<file path="src/rtl/detector_jogada_pkg.sv">
// Shared definitions for the debounced single-button play detector:
// FSM state codes, button-vector width and debounce default.
package detector_jogada_pkg;

  localparam int N_BOTOES                = 4;
  localparam int ESTADO_W                = 3;
  localparam int DEBOUNCE_CICLOS_DEFAULT = 1000;

  typedef enum logic [ESTADO_W-1:0] {
    OCIOSO      = 3'd0,
    FILTRANDO   = 3'd1,
    REGISTRA    = 3'd2,
    PRESSIONADO = 3'd3,
    SOLTANDO    = 3'd4
  } estado_t;

  // True when exactly one button is pressed.
  function automatic logic um_quente(input logic [N_BOTOES-1:0] v);
    return (v != '0) && ((v & (v - {{(N_BOTOES-1){1'b0}}, 1'b1})) == '0);
  endfunction

endpackage

</file>
<file path="src/rtl/detector_jogada_sincronizador.sv">
// Two-flop synchronizer for asynchronous level inputs, one chain per bit.
module sincronizador #(
  parameter int WIDTH = 1
) (
  input  logic             clock,
  input  logic             reset,
  input  logic [WIDTH-1:0] d,
  output logic [WIDTH-1:0] q
);

  logic [WIDTH-1:0] meta_q;
  logic [WIDTH-1:0] sync_q;

  // NOTE: non-blocking assignments so sync_q takes the old meta_q, forming two stages.
  always_ff @(posedge clock or negedge reset) begin
    if (!reset) begin
      meta_q <= '0;
      sync_q <= '0;
    end else begin
      meta_q <= d;
      sync_q <= meta_q;
    end
  end

  assign q = sync_q;

endmodule

</file>
<file path="src/rtl/detector_jogada.sv">
// Debounced push-button play detector: accepts a single, stable one-hot
// press, pulses jogada once, and re-arms only after a debounced release.
module detector_jogada
  import detector_jogada_pkg::*;
#(
  parameter int DEBOUNCE_CICLOS = DEBOUNCE_CICLOS_DEFAULT
) (
  input  logic                clock,
  input  logic                reset,
  input  logic [N_BOTOES-1:0] botoes,
  input  logic                limpa,
  output logic                jogada,
  output logic [N_BOTOES-1:0] botoes_reg,
  output logic [ESTADO_W-1:0] db_estado
);

  localparam int              CNT_W   = $clog2(DEBOUNCE_CICLOS);
  localparam logic [CNT_W-1:0] CNT_FIM = CNT_W'(DEBOUNCE_CICLOS - 1);

  logic [N_BOTOES-1:0] s;
  estado_t             estado_q, estado_d;
  logic [N_BOTOES-1:0] candidato_q, candidato_d;
  logic [N_BOTOES-1:0] botoes_reg_q, botoes_reg_d;
  logic [CNT_W-1:0]    cont_q, cont_d;

  sincronizador #(
    .WIDTH (N_BOTOES)
  ) u_sincronizador (
    .clock (clock),
    .reset (reset),
    .d     (botoes),
    .q     (s)
  );

  always_ff @(posedge clock or negedge reset) begin
    if (!reset) begin
      estado_q     <= OCIOSO;
      candidato_q  <= '0;
      botoes_reg_q <= '0;
      cont_q       <= '0;
    end else begin
      estado_q     <= estado_d;
      candidato_q  <= candidato_d;
      botoes_reg_q <= botoes_reg_d;
      cont_q       <= cont_d;
    end
  end

  always_comb begin
    // NOTE: every output gets a hold default first, so no branch can infer a latch.
    estado_d     = estado_q;
    candidato_d  = candidato_q;
    botoes_reg_d = botoes_reg_q;
    cont_d       = cont_q;

    // A clear parks the FSM in SOLTANDO so a button still held must be released first.
    if (limpa) begin
      estado_d     = SOLTANDO;
      cont_d       = '0;
      botoes_reg_d = '0;
    end else begin
      case (estado_q)
        OCIOSO: begin
          if (um_quente(s)) begin
            candidato_d = s;
            cont_d      = '0;
            estado_d    = FILTRANDO;
          end
        end
        FILTRANDO: begin
          if (s != candidato_q) begin
            estado_d = OCIOSO;
          end else if (cont_q == CNT_FIM) begin
            estado_d     = REGISTRA;
            botoes_reg_d = candidato_q;
          end else begin
            cont_d = cont_q + CNT_W'(1);
          end
        end
        REGISTRA: begin
          estado_d = PRESSIONADO;
        end
        PRESSIONADO: begin
          if (s == '0) begin
            cont_d   = '0;
            estado_d = SOLTANDO;
          end
        end
        SOLTANDO: begin
          if (s != '0) begin
            estado_d = PRESSIONADO;
          end else if (cont_q == CNT_FIM) begin
            estado_d = OCIOSO;
          end else begin
            cont_d = cont_q + CNT_W'(1);
          end
        end
        default: begin
          estado_d = OCIOSO;
        end
      endcase
    end
  end

  assign jogada     = (estado_q == REGISTRA);
  assign botoes_reg = botoes_reg_q;
  assign db_estado  = estado_q;

endmodule
</file>
<file path="config.mk">
export PLATFORM = sky130hd
export DESIGN_NAME = detector_jogada
export DESIGN_NICKNAME = d
export VERILOG_FILES = /design/src/rtl/detector_jogada_pkg.sv /design/src/rtl/detector_jogada_sincronizador.sv /design/src/rtl/detector_jogada.sv
export SDC_FILE = /design/constraint.sdc
export NUM_CORES = 1
export LEC_CHECK = 0
export BUFFER_PORTS_ARGS = -buffer_cell sky130_fd_sc_hd__buf_2
export CORE_ASPECT_RATIO = 0.7
export CORE_UTILIZATION = 42
export CTS_BUF_LIST = sky130_fd_sc_hd__clkbuf_2
export DETAILED_ROUTE_END_ITERATION = 16
export GPL_TIMING_DRIVEN = 0
export PLACE_DENSITY = 0.67
export SKIP_LAST_GASP = 1
export SLEW_MARGIN = 20
export SYNTH_ARGS = -nofsm -noshare
export SYNTH_HDL_FRONTEND = slang
export SYNTH_SLANG_ARGS = --single-unit
</file>
<file path="constraint.sdc">
create_clock -name clock -period 2.3 [get_ports clock]
set_input_delay 0.115 -clock clock [delete_from_list [all_inputs] [get_ports clock]]
set_output_delay 0.115 -clock clock [all_outputs]
set_load 0.02 [all_outputs]
</file>
== Word-level counts from Yosys, hierarchy flattened ==
Cells that the tools add are included.
Cells by class
  $mul: 0
  add/sub/neg operators: 2
  equal/unequal tests: 13
  shift-type cells: 0
  divide/modulo/power cells: 0
  reduce and logical (&&, ||, !) cells: 12
  order comparisons: 0
  mux-type cells: 19
  bitwise logic cells: 2
Operators with widths (count)
  two-way mux 10 bit: 6
  case mux 10 bit (4 select lines): 1
  two-way mux 3 bit: 7
  two-way mux 4 bit: 4
  case mux 3 bit (5 select lines): 1
  inequality test 3 bit, second input constant: 4
  adder 10 x 1 -> 10 bit, second input constant: 1
  equality test 10 bit, second input constant: 1
  logical NOT 4 bit: 2
  inequality test 4 bit, second input constant: 2
  equality test 3 x 2 -> 1 bit, second input constant: 2
  AND reduction 3 bit: 2
  AND reduction 5 bit: 1
  nonzero test 5 bit: 1
  AND 4 bit: 1
  inequality test 4 bit: 1
  AND reduction 4 bit: 1
  nonzero test 2 bit: 2
  nonzero test 4 bit: 1
  subtractor 4 x 1 -> 4 bit, second input constant: 1
  equality test 3 x 1 -> 1 bit, second input constant: 1
  equality test 3 bit, second input constant: 1
  logical NOT 3 bit: 1
  inequality test 2 bit, second input constant: 1
  2 further kinds: 2
Word-level totals
  output and inout bits: 8
  logic and storage cells: 54
  ROM bits: 0
  bits in latches: 0
  memories: 0
  memory bits (writable): 0
  register bits: 29
  input port bits: 7

== Longest topological paths before layout ==
Gate-level depths: netlist of run 1.
  word-level depth: 7
  gate-level depth with buffers: 8
  gate-level depth less buffers: 6

== Hierarchy ==
From an unflattened synthesis of run 1, not the netlist that was laid out.
Second synthesis, totals
  cells, all modules: 148
  area total of the unflattened synthesis: 1512.7 sq um
Modules (own cells, without submodules)
  detector_jogada: instances 1, cells an instance 140, sequential area each 525.5 sq um, area an instance 1312.5 sq um
  sincronizador: instances 1, cells an instance 8, sequential area each 200.2 sq um, area an instance 200.2 sq um

== Worst setup path after synthesis of run 1 ==
OpenSTA, ideal clock, no wires.
  path type: register -> register
  start: reg u_sincronizador.sync_q[0] (netlist: u_sincronizador.q[0])
  end: reg cont_q[7]
  required time: 2.174 ns
  arrival: 1.909 ns
  library setup time: 0.126 ns
  cell stages (with the launch flop): 8
  period minus slack after synthesis: 2.035 ns
  path buffers: 2
  setup slack: 0.265 ns
  cell sequence: dfrtp_1 > o41ai_2 > a21oi_1 > a31o_1 > buf_6 > or2_0 > buf_2 > a221o_1
On the way
  word-level cells in the longest chain between the ends: 6
  elaborated cells between the ends (all ways): 12
  classes of those cells: add/sub: 1; eq/ne: 5; bitwise: 1; reduce/logical: 5
RTL lines
  start, declared: line detector_jogada_sincronizador.sv:12  | logic [WIDTH-1:0] sync_q;
  start signal, assigned: line detector_jogada_sincronizador.sv:21  | sync_q <= meta_q;
  subtractor 4 x 1 -> 4 bit: line detector_jogada_pkg.sv:19  | return (v != '0) && ((v & (v - {{(N_BOTOES-1){1'b0}}, 1'b1})) == '0);
  AND 4 bit: line detector_jogada_pkg.sv:19
  logical NOT 4 bit: line detector_jogada_pkg.sv:19
  logical AND 1 bit: line detector_jogada_pkg.sv:19
  inequality test 3 bit (no source line)
  AND reduction 5 bit (no source line) (*)
  end signal, assigned: line detector_jogada.sv:45  | cont_q <= cont_d;
  end, declared: line detector_jogada.sv:24  | logic [CNT_W-1:0] cont_q, cont_d;
Every way passes the cells marked *; elsewhere a longest branch is shown, timed or not.
A chain may end at the register's enable or synchronous reset.

== Worst setup path after layout of run 1 ==
  start: reg u_sincronizador.sync_q[2] (netlist: u_sincronizador.q[2])
  end: reg cont_q[7]
The elaborated chain is that of the path after synthesis.

==> results of run 1 <==
-- layout make-up --
class | instances | area (sq um) | area share
Inverter | 1 | 3.75 | 0.00214
Clock inverter | 2 | 10.0 | 0.00569
Clock buffer | 6 | 30.0 | 0.0171
Buffer | 10 | 60.1 | 0.0342
Tap cell | 47 | 58.8 | 0.0335
Sequential cell | 29 | 728 | 0.414
Timing Repair Buffer | 19 | 120 | 0.0683
Multi-Input combinational cell | 105 | 747 | 0.425
-- how the worst max path moves through the flow --
stage                         startpoint            to  cells after the start
detailed placement  u_sincronizador.q[0]     cont_q[7]                      7
floorplan           u_sincronizador.q[0]     cont_q[7]                      7
global placement    u_sincronizador.q[0]     cont_q[7]                      7
global route                   cont_q[0]  db_estado[2]                      6
CTS                 u_sincronizador.q[0]     cont_q[7]                      7
finish              u_sincronizador.q[2]     cont_q[7]                      8
-- logic make-up after synthesis --
logic type               after synthesis
buffers and inverters                 11
XOR/XNOR                               6
flip-flops                            29
multiplexers                          11
AO/OA/AOI/OAI                         35
AND/OR/NAND/NOR                       52
adder cells (fa/ha/maj)                1
-- metrics by stage --
step | util | cell area, sq um | total power, mW
after CTS | 0.524 | 1720 | 1.53
after global routing | 0.537 | 1760 | 1.68
final | 0.537 | 1760 | 1.56
after floorplan | - | 1500 | 1.11
after global placement | 0.496 | 1630 | 1.24
after detailed placement | 0.496 | 1630 | 1.27
-- repair_timing --
action / 4_1_cts / 5_1_grt
endpoints found under the setup margin: 0 / 5
buffers inserted: 0 / 0
endpoints found under the hold margin: 33 / 0
hold buffers: 5 / 0
gates resized for setup: 0 / 13
-- metal layers --
layer | wire length, um | track usage | vias to the layer above | part of all wire
met3 | 186 | 0.0523 | 8 | 0.062
met1 | 1540 | 0.274 | 567 | 0.51
met4 | 59 | 0.0929 | 0 | 0.020
met5 | 0 | 0 | - | 0
met2 | 1210 | 0.262 | 41 | 0.40
li1 | - | - | 588 | -
-- where the power goes --
part           switching (mW)  internal [mW]  leakage, nW  total (mW)
Clock                   0.183         0.0762       0.0327       0.259
Combinational           0.372          0.275        0.375       0.647
Sequential             0.0717          0.585        0.372       0.657
-- cell usage after synthesis (all sizes together), types with 2 or more instances --
master / instances
dfrtp: 29
nor2: 15
mux2: 6
nand2: 6
o21ai: 6
o31ai: 6
a21oi: 5
buf: 5
clkbuf: 5
mux2i: 5
nand3: 5
nor3: 4
nor4: 4
xnor2: 4
and3: 3
o2bb2ai: 3
a211oi: 2
a21boi: 2
nand2b: 2
nand4: 2
nor2b: 2
nor4b: 2
o21a: 2
o41ai: 2
or2: 2
or3: 2
xor2: 2
-- critical path, cell delays in order, from the launching register on --
cell	delay, ns
dfrtp_1	0.40
buf_6	0.14
o41ai_4	0.38
a21oi_2	0.11
a31o_1	0.21
buf_6	0.14
or2_0	0.21
buf_4	0.16
a221o_1	0.34
==> impl_metrics.env, run 1 <==
export IMPL_r2r_cells=8
export IMPL_finClkSkew_ns=0.00948
export IMPL_synth_ff_type="dfrtp_1"
export IMPL_fill_cells=312
export IMPL_cts_buffer_depth=2
export IMPL_placed_cells=206
export IMPL_syn_nets=153
export IMPL_grtUsageTotal=0.191
export IMPL_hold_path_class="in -> reg"
export IMPL_rsz0062_at_grt="yes"
export IMPL_clock_sinks=29
export IMPL_final_cell_mix="dfrtp_1, buf_2, nor2_1"
export IMPL_synthTopCellsByArea="dfrtp_1, mux2_2, nor2_1"
export IMPL_yosysTopAreaCellShare=0.485
export IMPL_synthDistinctLibCells=43
export IMPL_wire_per_inst_um=13.7
export IMPL_reg2reg_from="u_sincronizador.q[2]"
export IMPL_yosysTopAreaCell="dfrtp_1"
export IMPL_regMostFlops="cont_q"
export IMPL_dieArea_sq_um=3810
export IMPL_synth_edff_count=0
export IMPL_min_delay_start="limpa"
export IMPL_grt_pass1_wl_um=5260
export IMPL_drv_cap=0
export IMPL_start_kind="register"
export IMPL_syn_inst=145
export IMPL_globalplace_congestion=0.831
export IMPL_area_growth_pct=17.5
export IMPL_cts_root_buffer="clkbuf_2"
export IMPL_io_buffers=14
export IMPL_period_share=0.944
export IMPL_ioPinCount=15
export IMPL_grt_antenna_before_repair=0
export IMPL_final_common_cell="dfrtp_1"
export IMPL_synth_top_family_by_area="simple AND/OR/NAND/NOR gates"
export IMPL_tightest_slew_ns=0.624
export IMPL_grt_max_degree=30
export IMPL_num_vias=1204
export IMPL_clk_pin_slew_worst_paths_ns=0.16
export IMPL_die_y_um=51.9
export IMPL_synthMuxAreaShare=0.0786
export IMPL_grt_pass1_vias=1146
export IMPL_place_ws_ns=0.0766
export IMPL_fin_tns_setup_ns=0
export IMPL_r2r_setup_slack_ns=0.13
export IMPL_netlist_area_sq_um=1500
export IMPL_finalCriticalPeriod_ns=2.17
export IMPL_synthAdderAreaFrac=0.00836
export IMPL_initial_utilization=0.457
export IMPL_whs_ns=0.258
export IMPL_synth_xor_area_share=0.0351
export IMPL_gr_total_overflow=0
export IMPL_drt_initial_drc_count=95
export IMPL_drive_above_1_share=0.238
export IMPL_clock_latency_ns=0.37
export IMPL_h_tree_depth=2
export IMPL_synth_compound_area_share=0.171
export IMPL_relSlewSlack=0.584
export IMPL_cts_buffers=5
export IMPL_vdd_ir_drop_max_mv=0.377
export IMPL_via_per_inst=5.50
export IMPL_layout_cells_non_filler=219
export IMPL_status="finished clean"
export IMPL_ant_nets=0
export IMPL_p_per_area_nw_per_um2=889
export IMPL_antenna_cells=0
export IMPL_timing_rr_end="cont_q[7]"
export IMPL_core_area_sq_um=3280
export IMPL_final_max_slew_viol_count=0
export IMPL_wl_um=3000
export IMPL_p_leak_nw=0.780
export IMPL_crit_arrival_ns=2.45
export IMPL_drt_first_pass_iters=4
export IMPL_worstPathMaxFanout=10
export IMPL_fmax_ghz=0.460
export IMPL_hold_viol_final=0
export IMPL_synth_async_reset_ratio=1.00
export IMPL_yosys_area_share_simple=0.186
export IMPL_ys_seq_elements=29
export IMPL_finalSetupViolations=0
export IMPL_fin_nets=179
export IMPL_largest_reg_flops=10
export IMPL_synth_warnings=0
export IMPL_fin_ws_ns=0.128
export IMPL_syn_area_per_cell_sq_um=10.3
export IMPL_worstSetupPathType="reg -> reg"
export IMPL_die_x_um=73.3
export IMPL_dp_hpwl_um=2090
export IMPL_min_delay_path_depth=3
export IMPL_end_kind="register"
export IMPL_drcViolationCount=0
export IMPL_cts_tree="done"
export IMPL_rows=17
export IMPL_min_to="botoes_reg[2]"
export IMPL_synth_yosys_seq_area_share=0.485
export IMPL_required_ns=2.58
Power figures use the tool's default switching activity.
==> inputs of run 2 (changes only) <==
--- a/config.mk
+++ b/config.mk
@@ -13,4 +13,5 @@
 export GPL_TIMING_DRIVEN = 0
 export PLACE_DENSITY = 0.67
+export SKIP_CTS_REPAIR_TIMING = 1
 export SKIP_LAST_GASP = 1
 export SLEW_MARGIN = 20
==> constraint.sdc (replaced) <==
create_clock -name clock -period 2.3 [get_ports clock]
set_input_delay 0.23 -clock clock [delete_from_list [all_inputs] [get_ports clock]]
set_output_delay 0.23 -clock clock [all_outputs]
set_load 0.02 [all_outputs]
==> run 2 against run 1 <==
  * Die area unchanged
  * Critical path depth unchanged
  * Clock power about the same
  * Total power increased by 0.18%
==> impl_metrics.env, run 2 (synthesized netlist as in run 1, its figures left out) <==
export IMPL_wl_met3_um=209
export IMPL_cts_buffers=5
export IMPL_required_ns=2.58
export IMPL_fmax_ghz=0.460
export IMPL_num_vias=1217
export IMPL_grt_antenna_before_repair=0
export IMPL_h_tree_depth=2
export IMPL_top_layer="met4"
export IMPL_ant_nets=0
export IMPL_dieArea_sq_um=3810
export IMPL_worstPathMaxFanout=10
export IMPL_p_per_area_nw_per_um2=890
export IMPL_critPathLaunch="u_sincronizador.q[2]"
export IMPL_drv_cap=0
export IMPL_layout_cells_non_filler=219
export IMPL_p_leak_nw=0.780
export IMPL_p_sw_uw=629
export IMPL_vdd_ir_drop_max_mv=0.377
export IMPL_finalCriticalPeriod_ns=2.18
export IMPL_wl_um=3020
export IMPL_regMostFlops="cont_q"
export IMPL_dp_hpwl_um=2090
export IMPL_clock_latency_ns=0.37
export IMPL_gr_total_overflow=0
export IMPL_grt_pass1_vias=1145
export IMPL_multi_input_area_sq_um=747
export IMPL_cts_root_buffer="clkbuf_2"
export IMPL_finalSetupViolations=0
export IMPL_wl_met1_um=1530
export IMPL_post_route_util=0.537
export IMPL_area_growth_pct=17.5
export IMPL_intPower_uw=936
export IMPL_start_kind="register"
export IMPL_relSlewSlack=0.585
export IMPL_final_common_cell="dfrtp_1"
export IMPL_final_cell_mix="dfrtp_1, buf_2, nor2_1"
export IMPL_fin_area_sq_um=1760
export IMPL_switching_share=0.402
export IMPL_rsz0062_at_grt="yes"
export IMPL_seq_area_sq_um=728
export IMPL_min_delay_start="u_sincronizador.meta_q[0]"
export IMPL_largest_reg_flops=10
export IMPL_fin_nets=179
export IMPL_final_max_slew_viol_count=0
export IMPL_antenna_cells=0
export IMPL_status="finished clean"
export IMPL_whs_ns=0.367
export IMPL_rows=17
export IMPL_r2r_setup_slack_ns=0.12
export IMPL_io_buffers=14
export IMPL_reg2reg_from="u_sincronizador.q[2]"
export IMPL_grt_max_degree=30
export IMPL_drive_above_1_share=0.238
export IMPL_drt_first_pass_iters=4
export IMPL_crit_arrival_ns=2.45
export IMPL_die_y_um=51.9
export IMPL_die_x_um=73.3
export IMPL_tightest_slew_ns=0.623
export IMPL_wire_per_inst_um=13.8
export IMPL_dr_wl_met2_um=1220
export IMPL_hold_viol_final=0
export IMPL_via_per_inst=5.56
export IMPL_grtUsageTotal=0.191
export IMPL_power_frac_clock=0.166
export IMPL_place_ws_ns=0.0766
export IMPL_end_kind="register"
export IMPL_finalPower_mw=1.57
export IMPL_fin_tns_setup_ns=0
export IMPL_placed_cells=206
export IMPL_finClkSkew_ns=0.00878
export IMPL_globalplace_congestion=0.831
export IMPL_hold_path_class="reg -> reg"
export IMPL_drcViolationCount=0
export IMPL_worstSetupPathType="reg -> reg"
export IMPL_grt_pass1_wl_um=5260
export IMPL_core_area_sq_um=3280
export IMPL_fin_ws_ns=0.124
export IMPL_pwr_share_comb=0.415
export IMPL_clk_pin_slew_worst_paths_ns=0.15
export IMPL_period_share=0.946
export IMPL_clock_sinks=29
export IMPL_drt_initial_drc_count=79
export IMPL_initial_utilization=0.457
export IMPL_cts_tree="done"
export IMPL_fill_cells=310
export IMPL_ioPinCount=15
export IMPL_dpl_instance_area_sq_um=1630
export IMPL_seq_power_share=0.420
export IMPL_cts_buffer_depth=2
run 2: cell counts in the layout (fill, tap and decap cells not counted):
Identical to the previous run, type by type.
run 2: per-layer routing:
layer,GRT usage,vias up
li1,-,589
met5,0,-
met2,0.262,45
met4,0.0929,0
met1,0.274,575
met3,0.0523,8
run 2: power groups by stage:
stage	registers [mW]	clock network [mW]	logic, mW
floorplan	0.680	0	0.431
global placement	0.661	0	0.582
detailed placement	0.665	0	0.602
CTS	0.654	0.269	0.605
global route	0.667	0.297	0.716
finish	0.657	0.259	0.649
run 2: worst paths after layout:
| kind | end | cells after the start |
|---|---|---|
| max | cont_q[7] | 8 |
| min | u_sincronizador.q[0] | 0 |
| max reg2reg | cont_q[7] | 8 |
| min reg2reg | u_sincronizador.q[0] | 0 |
| max in group asynchronous | u_sincronizador.q[0] | 2 |
| min in group asynchronous | cont_q[2] | 2 |
run 2: cell type report:
cell class,count,area share
inverters,1,0.00214
flip-flops and latches,29,0.414
multi-input cells,105,0.425
plain buffers,10,0.0342
clock buffers,6,0.0171
well taps,47,0.0335
clock inverters,2,0.00569
repair buffers,19,0.0683
run 2: worst max-delay path, stage by stage (launching register included):
cell	delay [ns]
dfrtp_1	0.40
buf_6	0.14
o41ai_4	0.38
a21oi_2	0.11
a31o_1	0.21
buf_6	0.14
or2_0	0.21
buf_4	0.16
a221o_1	0.34
==> inputs of run 3 (changes only) <==
Settings changed: ABC_AREA from default to 1, CTS_BUF_LIST sky130_fd_sc_hd__clkbuf_2 to default.
==> run 3 against run 2 <==
  * The run now ends with hold timing left
  * Clock skew fell by 0.0023 ns
  * Total power is 1.4% higher
  * Worst hold slack got worse by 0.39 ns
  * Routed wire length increased by 17%
  * Via count up 20%
  * Core utilization fell by 2.5 points
  * Register-to-register slack gained 0.42 ns
  * Highest routed layer unchanged
  * Clock power is 54% higher
  * Sequential share of layout area shrank 2.3 points
==> impl_metrics.env, run 3 <==
export IMPL_status="finished, violations left"
export IMPL_violations="hold timing"
export IMPL_ioPinCount=15
export IMPL_rows=18
export IMPL_num_vias=1465
export IMPL_largest_reg_flops=10
export IMPL_vdd_ir_drop_max_mv=0.503
export IMPL_grt_max_degree=30
export IMPL_cpMostUsedCell="nand2_1"
export IMPL_hold_viol_final=29
export IMPL_clock_sinks=29
export IMPL_cts_buffers=5
export IMPL_period_share=0.762
export IMPL_area_growth_pct=13.0
export IMPL_fill_cells=374
export IMPL_drive_above_1_share=0.134
export IMPL_ys_seq_elements=29
export IMPL_finClkSkew_ns=0.00652
export IMPL_synth_warnings=0
export IMPL_synthTopCellsByCount="nand2_1, nand3_1, dfrtp_1, nor2_1, inv_1"
export IMPL_synth_yosys_seq_area_share=0.442
export IMPL_end_kind="register"
export IMPL_cts_tree="done"
export IMPL_finalCriticalPeriod_ns=1.75
export IMPL_final_common_cell="nand2_1"
export IMPL_worstPathMaxFanout=10
export IMPL_synthTopCellsByArea="dfrtp_1, nand2_1, nand3_1"
export IMPL_drcViolationCount=0
export IMPL_initial_utilization=0.453
export IMPL_h_tree_depth=2
export IMPL_netlist_area_sq_um=1640
export IMPL_clk_pin_slew_worst_paths_ns=0.06
export IMPL_drt_first_pass_iters=4
export IMPL_regMostFlops="cont_q"
export IMPL_crit_chain="ha_1 -> nand2_1 -> nor2_1 -> nand4_1 -> nor2_4 -> nor2_4 -> nand2_4 -> nand2_1 -> nand2_1"
export IMPL_p_leak_nw=1.01
export IMPL_worstSetupPathType="reg -> reg"
export IMPL_final_cell_mix="nand2_1, nand3_1, dfrtp_1"
export IMPL_final_max_slew_viol_count=0
export IMPL_clock_latency_ns=0.28
export IMPL_required_ns=2.47
export IMPL_ant_nets=0
export IMPL_grtUsageTotal=0.208
export IMPL_cpPeakStageDelay_ns=0.47
export IMPL_dieArea_sq_um=4170
export IMPL_die_x_um=76.7
export IMPL_core_area_sq_um=3630
export IMPL_yosysTopAreaCell="dfrtp_1"
export IMPL_rsz0062_at_grt="no"
export IMPL_wl_um=3520
export IMPL_crit_arrival_ns=1.92
export IMPL_die_y_um=54.3
export IMPL_grt_pass1_vias=1345
export IMPL_drv_cap=0
export IMPL_synth_ff_type="dfrtp_1"
export IMPL_syn_inst=231
export IMPL_fmax_ghz=0.571
export IMPL_whs_ns=-0.0264
export IMPL_synth_most_common_cell="nand2_1"
export IMPL_cts_root_buffer="clkbuf_8"
export IMPL_synth_async_reset_ratio=1.00
export IMPL_fin_tns_setup_ns=0
export IMPL_globalplace_congestion=0.842
export IMPL_finalSetupViolations=0
export IMPL_gr_total_overflow=0
export IMPL_place_ws_ns=0.567
export IMPL_p_per_area_nw_per_um2=856
export IMPL_io_buffers=14
export IMPL_antenna_cells=0
export IMPL_fin_ws_ns=0.548
export IMPL_dp_hpwl_um=2600
export IMPL_yosysTopAreaCellShare=0.442
export IMPL_hold_path_class="in -> async"
export IMPL_grt_antenna_before_repair=0
export IMPL_tightest_slew_ns=0.645
export IMPL_post_route_util=0.511
export IMPL_via_per_inst=4.83
export IMPL_wire_per_inst_um=11.6
export IMPL_synthDistinctLibCells=22
export IMPL_synth_edff_count=0
export IMPL_cts_buffer_depth=2
export IMPL_drt_initial_drc_count=109
export IMPL_start_kind="register"
export IMPL_fin_nets=260
export IMPL_syn_area_per_cell_sq_um=7.11
export IMPL_relSlewSlack=0.570
export IMPL_grt_pass1_wl_um=6360
export IMPL_critical_path_slowest_cell="dfrtp_1"
export IMPL_syn_nets=239
==> run 3: cell count changes in the layout (fill, tap and decap cells not counted), moves of 4 or more <==
cell / delta
nand2_1: +81
nand3_1: +27
inv_1: +23
nor2_1: +10
clkbuf_2: -7
mux2_2: -6
o31ai_1: -6
clkbuf_8: +5
dlygate4sd3_1: -5
mux2i_1: -5
xnor2_1: -4
==> run 3: critical path, delay by kind of cell (launching register included) <==
| kind | cells | cell delay [ns] |
|---|---|---|
| simple gates | 8 | 0.91 |
| flops | 1 | 0.47 |
| fa+ha+maj | 1 | 0.25 |
==> run 3: layout make-up <==
class,count,area [sq um],area share
multi-input combinational,174,811,0.437
inverter,27,101,0.0547
sequential,29,726,0.391
clock buffer,8,80.1,0.0432
tap,50,62.6,0.0337
timing repair buffer,14,70.1,0.0378
buffer,1,3.75,0.00202
==> run 3: cell families (layout without fill, tap and decap cells) <==
family / Yosys count / after routing / share of synthesized area
AOI/OAI and AO/OA: 11 / 11 / 0.0435
buffers and inverters: 28 / 50 / 0.0640
DFF: 29 / 29 / 0.442
adders and majority gates: 1 / 1 / 0.00762
and+or+nand+nor: 162 / 162 / 0.443
==> run 3: metal layers <==
layer	wire, um	vias to the layer above	global-route usage
met4	50	0	0.0865
met1	1920	654	0.299
li1	-	773	-
met5	0	-	0
met3	191	6	0.0450
met2	1350	32	0.307
==> run 3: stage by stage <==
step | area, sq um | total power [mW] | hold WS (ns) | std cells
after detailed placement | 1770 | 1.20 | 0.305 | 295
after CTS | 1850 | 1.61 | -0.00492 | 303
after global placement | 1770 | 1.19 | 0.294 | 295
after global routing | 1850 | 1.71 | 0.0313 | 303
after floorplan | 1640 | 1.05 | -0.0656 | 231
final | 1850 | 1.59 | -0.0264 | 303
==> run 3: report_power, final <==
| part | switching [mW] | internal [mW] | total [mW] |
|---|---|---|---|
| Combinational | 0.364 | 0.159 | 0.523 |
| Sequential | 0.0859 | 0.579 | 0.665 |
| Clock | 0.185 | 0.214 | 0.399 |
| Total | 0.635 | 0.952 | 1.59 |
==> run 3: final timing paths <==
kind / from / end / slack, ns / cells after the start
max in group asynchronous: reset / botoes_reg[2] / 1.90 / 1
min in group clock: botoes[1] / u_sincronizador.meta_q[1] / 0.06 / 1
worst min register to register: u_sincronizador.meta_q[1] / u_sincronizador.q[1] / 0.35 / 0
worst max-delay path: cont_q[0] / cont_q[0] / 0.55 / 9
worst min-delay path: reset / db_estado[0] / -0.03 / 1
worst max register to register: cont_q[0] / cont_q[0] / 0.55 / 9
